$ cat src/rtl/systolic_pkg.sv
// Shared types and defaults for the systolic array and its feeders.
package systolic_pkg;

  localparam int unsigned DATAWIDTH_DEF = 8;
  localparam int unsigned N_DEF         = 8;

  typedef enum logic [1:0] {
    IDLE   = 2'd0,
    STREAM = 2'd1,
    DRAIN  = 2'd2
  } skew_state_e;

endpackage

$ cat src/rtl/skew_delay_line.sv
// Fixed-depth {data, valid} register chain for one activation lane.
// The output is forced to zero whenever the emerging slot is invalid.
module skew_delay_line #(
  parameter int unsigned DEPTH = 1,
  parameter int unsigned W     = 8
) (
  input  logic         clk,
  input  logic         rst_n,
  input  logic         clr,
  input  logic [W-1:0] d,
  input  logic         v,
  output logic [W-1:0] q,
  output logic         qv
);

  logic [W-1:0]     dat [DEPTH];
  logic [DEPTH-1:0] vld;

  // Shift the chain every cycle; invalid slots carry zero data.
  always_ff @(posedge clk or negedge rst_n) begin
    if (!rst_n) begin
      for (int unsigned i = 0; i < DEPTH; i++) dat[i] <= '0;
      vld <= '0;
    end else if (clr) begin
      for (int unsigned i = 0; i < DEPTH; i++) dat[i] <= '0;
      vld <= '0;
    end else begin
      dat[0] <= v ? d : '0;
      vld[0] <= v;
      for (int unsigned i = 1; i < DEPTH; i++) begin
        dat[i] <= dat[i-1];
        vld[i] <= vld[i-1];
      end
    end
  end

  assign qv = vld[DEPTH-1];
  assign q  = vld[DEPTH-1] ? dat[DEPTH-1] : '0;

endmodule

$ cat src/rtl/systolic_act_skewer.sv
// Activation feeder: accepts one N-lane vector per cycle and emits it
// diagonally skewed (lane i delayed i extra cycles), then drains and
// pulses done after the last vector of a tile.
module systolic_act_skewer
  import systolic_pkg::*;
#(
  parameter int unsigned DATAWIDTH = DATAWIDTH_DEF,
  parameter int unsigned N         = N_DEF
) (
  input  logic                   clk,
  input  logic                   rst_n,
  input  logic                   clr,
  input  logic                   s_valid,
  output logic                   s_ready,
  input  logic [N*DATAWIDTH-1:0] s_data,
  input  logic                   s_last,
  output logic [N*DATAWIDTH-1:0] a_out,
  output logic [N-1:0]           a_valid,
  output logic                   busy,
  output logic                   done
);

  localparam int unsigned      CW       = $clog2(N);
  localparam logic [CW-1:0]    CNT_LOAD = CW'(N - 2);

  skew_state_e   state;
  logic [CW-1:0] cnt;
  logic          accept;

  // Ready is held low during reset even though state already reads IDLE.
  assign s_ready = rst_n && (state != DRAIN);
  assign accept  = s_valid && s_ready && !clr;
  assign busy    = (state != IDLE);

  // Tile FSM: stream until the last vector, then count out the skew.
  always_ff @(posedge clk or negedge rst_n) begin
    if (!rst_n) begin
      state <= IDLE;
      cnt   <= '0;
      done  <= 1'b0;
    end else if (clr) begin
      state <= IDLE;
      cnt   <= '0;
      done  <= 1'b0;
    end else begin
      done <= 1'b0;
      unique case (state)
        IDLE, STREAM: begin
          if (accept) begin
            if (s_last) begin
              state <= DRAIN;
              cnt   <= CNT_LOAD;
            end else begin
              state <= STREAM;
            end
          end
        end
        DRAIN: begin
          if (cnt == '0) begin
            state <= IDLE;
            done  <= 1'b1;
          end else begin
            cnt <= cnt - 1'b1;
          end
        end
        default: state <= IDLE;
      endcase
    end
  end

  for (genvar i = 0; i < N; i++) begin : g_lane
    skew_delay_line #(
      .DEPTH (i + 1),
      .W     (DATAWIDTH)
    ) u_delay (
      .clk   (clk),
      .rst_n (rst_n),
      .clr   (clr),
      .d     (accept ? s_data[i*DATAWIDTH +: DATAWIDTH] : '0),
      .v     (accept),
      .q     (a_out[i*DATAWIDTH +: DATAWIDTH]),
      .qv    (a_valid[i])
    );
  end

endmodule

$ cat config.mk
export PLATFORM = sky130hd
export DESIGN_NAME = systolic_act_skewer
export DESIGN_NICKNAME = d
export VERILOG_FILES = /design/src/rtl/systolic_pkg.sv /design/src/rtl/skew_delay_line.sv /design/src/rtl/systolic_act_skewer.sv
export SDC_FILE = /design/constraint.sdc
export NUM_CORES = 1
export LEC_CHECK = 0
export ABC_AREA = 0
export ABC_CLOCK_PERIOD_IN_PS = 1200
export BUFFER_PORTS_ARGS = -buffer_cell sky130_fd_sc_hd__buf_2
export CORE_ASPECT_RATIO = 0.5
export CORE_UTILIZATION = 51
export DETAILED_ROUTE_END_ITERATION = 7
export GPL_ROUTABILITY_DRIVEN = 0
export PLACE_DENSITY_LB_ADDON = 0.15
export SYNTH_ARGS = -nofsm -noshare
export SYNTH_HDL_FRONTEND = slang
export SYNTH_SLANG_ARGS = --single-unit
$ cat constraint.sdc
create_clock -name clk -period 1.2 [get_ports clk]
set_input_delay 0.24 -clock clk [delete_from_list [all_inputs] [get_ports clk]]
set_output_delay 0.24 -clock clk [all_outputs]
set_load 0.03 [all_outputs]
==> qor.csv <==
stage,metric,value,unit
worst_setup_path,CP most frequent cell,buf_6,
grt,gr ovfl total,0,
final_layout,Syn-to-layout area delta,36.5,%
placement,hpwl dp,8790,um
worst_hold_path,Hold WC Path Type,input pin to async pin,
grt,Total GRT Usage,0.179,
synth,Post-Syn Instances,730,
floorplan,placement row count,36,
worst_setup_path,largest delay contributor family on the critical path,flip-flops,
timing,Final Hold Vio Count,0,
worst_setup_path,CP max-delay cell,dfrtp_2,
clocking,Worst-path clk slew,0.07,ns
routing,final wirelength,18900,um
clocking,total CTS buffers,25,
synth,"Net Count, Synth",801,
worst_setup_path,cell count along the critical path,3,
grt,first-pass GRT wire length,28500,um
power,Leak,7.03,nW
grt,pin count of the biggest net entering global routing,118,
final_layout,Layout Nets,1041,
routing,Routed wire per std cell,15.1,um
run,total of max-cap violations,0,
worst_setup_path,critical path endpoint category,output pin,
grt,vias in the first global route,5478,
routing,max layer used,met4,
routing,DRC violations left,0,
timing,Fin Hold WS,0.0429,ns
floorplan,Std-Cell Core Area,19500,sq um
floorplan,Starting Density,0.523,
synth,register bit count reported by yosys,302,
timing,final max-slew violation count,0,
worst_setup_path,FF-to-FF path depth,7,
timing,Worst Skew,0.00686,ns
synth,YS warnings,0,
placement,Post-Place Worst Slack,-0.0639,ns
worst_setup_path,CP Launch Type,register,
final_layout,utilization after layout,0.714,
worst_setup_path,Worst Path Arrival,1.36,ns
synth,Synth Flop Type,dfrtp_1,
floorplan,Die ar.,20700,sq um
timing,Period minus WS final,1.60,ns
clocking,CTS HTree Levels,1,
synth,ys async rst share,1.00,
status,status,finished with violations,
final_layout,Layout Cells excl Fill,1254,
final_layout,antenna cells,0,
timing,setup slack after layout,-0.395,ns
timing,Fmax achieved,627,MHz
placement,dpl cells,1112,
worst_setup_path,"slowest stage delay, CP",0.43,ns
worst_setup_path,kind of critical path,register to output pin,
routing,post-DR vias/cell,4.47,
clocking,CTS tree,built,
synth,"Seq/Total Area, Yosys",0.739,
routing,metal3 WL,806,um
routing,drt pass-1 iters,6,
clocking,worst skew pair latency,0.51,ns
clocking,deepest clock path buffer count,3,
worst_setup_path,CP bufs+invs,2,
clocking,CTS sink count,302,
routing,Metal-1 WL,8600,um
timing,Least-Margin Pin Slew,0.476,ns
final_layout,share of layout cells above drive strength 1,0.337,
synth,syn avg cell area,14.0,sq um
floorplan,die width,202,um
timing,final count of negative-setup-slack endpoints,144,
synth,Synth cell types,23,
worst_setup_path,CP required,0.96,ns
placement,port buffer count,143,
routing,Post-DRT Antenna Nets,0,
routing,met2 routed WL,9180,um
status,failing checks,negative setup slack,
floorplan,Die Ht,102,um
timing,RSZ-0062 raised after global routing,yes,
timing,Max transition margin,0.683,
power,PwrDens,1400,nW/um^2
routing,DR vias,5606,
power,VDD IR max,1.02,mV
grt,antenna violations before repair,0,
routing,number of DRC markers in iteration 0,259,
synth,cell area after synthesis,10200,sq um
synth,"EDFF count, synth",0,
clocking,CTS Root Cell,clkbuf_16,
timing,Final Cycle Share,1.33,
worst_setup_path,reg2reg setup slack,-0.35,ns
worst_setup_path,critical path peak fanout,5,
floorplan,Ports,144,
worst_setup_path,worst-path cell chain,buf_6 -> and2_4 -> buf_6,
-- area by class of cell --
type / count / area, sq um
clock buffer: 38 / 744
clock inverter: 7 / 88.8
fill: 1315 / 5590
inverter: 3 / 11.3
multi-input combinational: 384 / 2700
sequential: 302 / 7570
tap: 266 / 333
timing repair buffer: 254 / 2510
-- synth_stat cells (all sizes together) (2+ instances only) --
library cell    n  area (sq um)
dfrtp         302          7560
nor2b         232          1460
and2          129           807
clkbuf         23          86.3
buf            18           148
a21oi           3          15.0
inv             3          11.3
nor2            3          11.3
nor3            3          20.0
and3            2          12.5
ha              2          25.0
nand2b          2          12.5
nor4            2          12.5
-- through the flow --
stage | area [sq um] | setup TNS, ns | power [W]
floorplan | 10200 | 0 | 0.0108
detailed placement | 11300 | -2.36 | 0.0112
finish | 14000 | -43.32 | 0.0196
global route | 14000 | -49.67 | 0.0203
CTS | 13600 | -45.29 | 0.0197
global placement | 11300 | -0.00205 | 0.0112
-- cells in the final DEF, fill, tap and decap left out, types with 2 or more instances in the layout --
master,count
buf_2,66
buf_16,4
nor2_1,2
nand2b_4,2
dfrtp_2,10
clkbuf_1,6
clkbuf_16,25
clkbuf_8,8
and2_4,80
buf_12,15
dlygate4sd3_1,65
nor2b_1,231
clkinv_2,4
buf_6,85
and2_1,49
buf_4,16
bufinv_16,2
inv_2,2
ha_1,2
dfrtp_1,292
-- worst reg2reg max path, delay by kind of cell, from the launching register on --
| kind | cells | cell delay (ns) |
|---|---|---|
| buffers and inverters | 4 | 0.53 |
| and+or+nand+nor | 3 | 0.52 |
| DFF | 1 | 0.44 |
-- state kept, by name (all words and copies together) (netlist names) --
name                count
done                    1
state                   2
g_lane.u_delay.vld      8
g_lane.u_delay.dat    288
cnt                     3
-- power breakdown --
| part | switching (W) | leakage, nW | internal (W) |
|---|---|---|---|
| Clock | 0.00344 | 0.414 | 0.00471 |
| Sequential | 0.0000395 | 4.18 | 0.0103 |
| Combinational | 0.000572 | 2.44 | 0.000538 |
| Total | 0.00405 | 7.03 | 0.0156 |
-- cells by family (layout without fill, tap and decap cells) --
family | count (synthesis) | in the layout | synth area share
and+or+nand+nor | 376 | 376 | 0.230
DFF | 302 | 302 | 0.739
buffers and inverters | 44 | 302 | 0.0240
AOI/OAI and AO/OA | 6 | 6 | 0.00404
adders and majority gates | 2 | 2 | 0.00245
-- timing repair --
| item | 4_1_cts | 5_1_grt |
|---|---|---|
| endpoints found under the setup margin | 143 | 377 |
| buffers inserted | 17 | 13 |
| hold buffers | 65 | 1 |
| cloned | 7 | 0 |
| hold endpoints to repair | 191 | 5 |
| pin swaps | 18 | 35 |
| gates resized for setup | 167 | 115 |
-- routing by layer --
| layer | global-route usage | vias up |
|---|---|---|
| met4 | 0.0434 | 0 |
| li1 | - | 2682 |
| met3 | 0.0354 | 27 |
| met1 | 0.255 | 2779 |
| met2 | 0.289 | 118 |
| met5 | 0 | - |
-- final timing paths --
check                                     startpoint                        end
setup / recovery            g_lane[7].u_delay.vld[0]                   a_out[7]
hold / removal                                 rst_n  g_lane[6].u_delay.dat[33]
setup reg to reg                            state[1]  g_lane[2].u_delay.dat[19]
hold reg to reg            g_lane[3].u_delay.dat[18]  g_lane[3].u_delay.dat[10]
max in group asynchronous                      rst_n                   state[0]
min in group clk                               rst_n                   state[0]
Power figures use the tool's default switching activity.
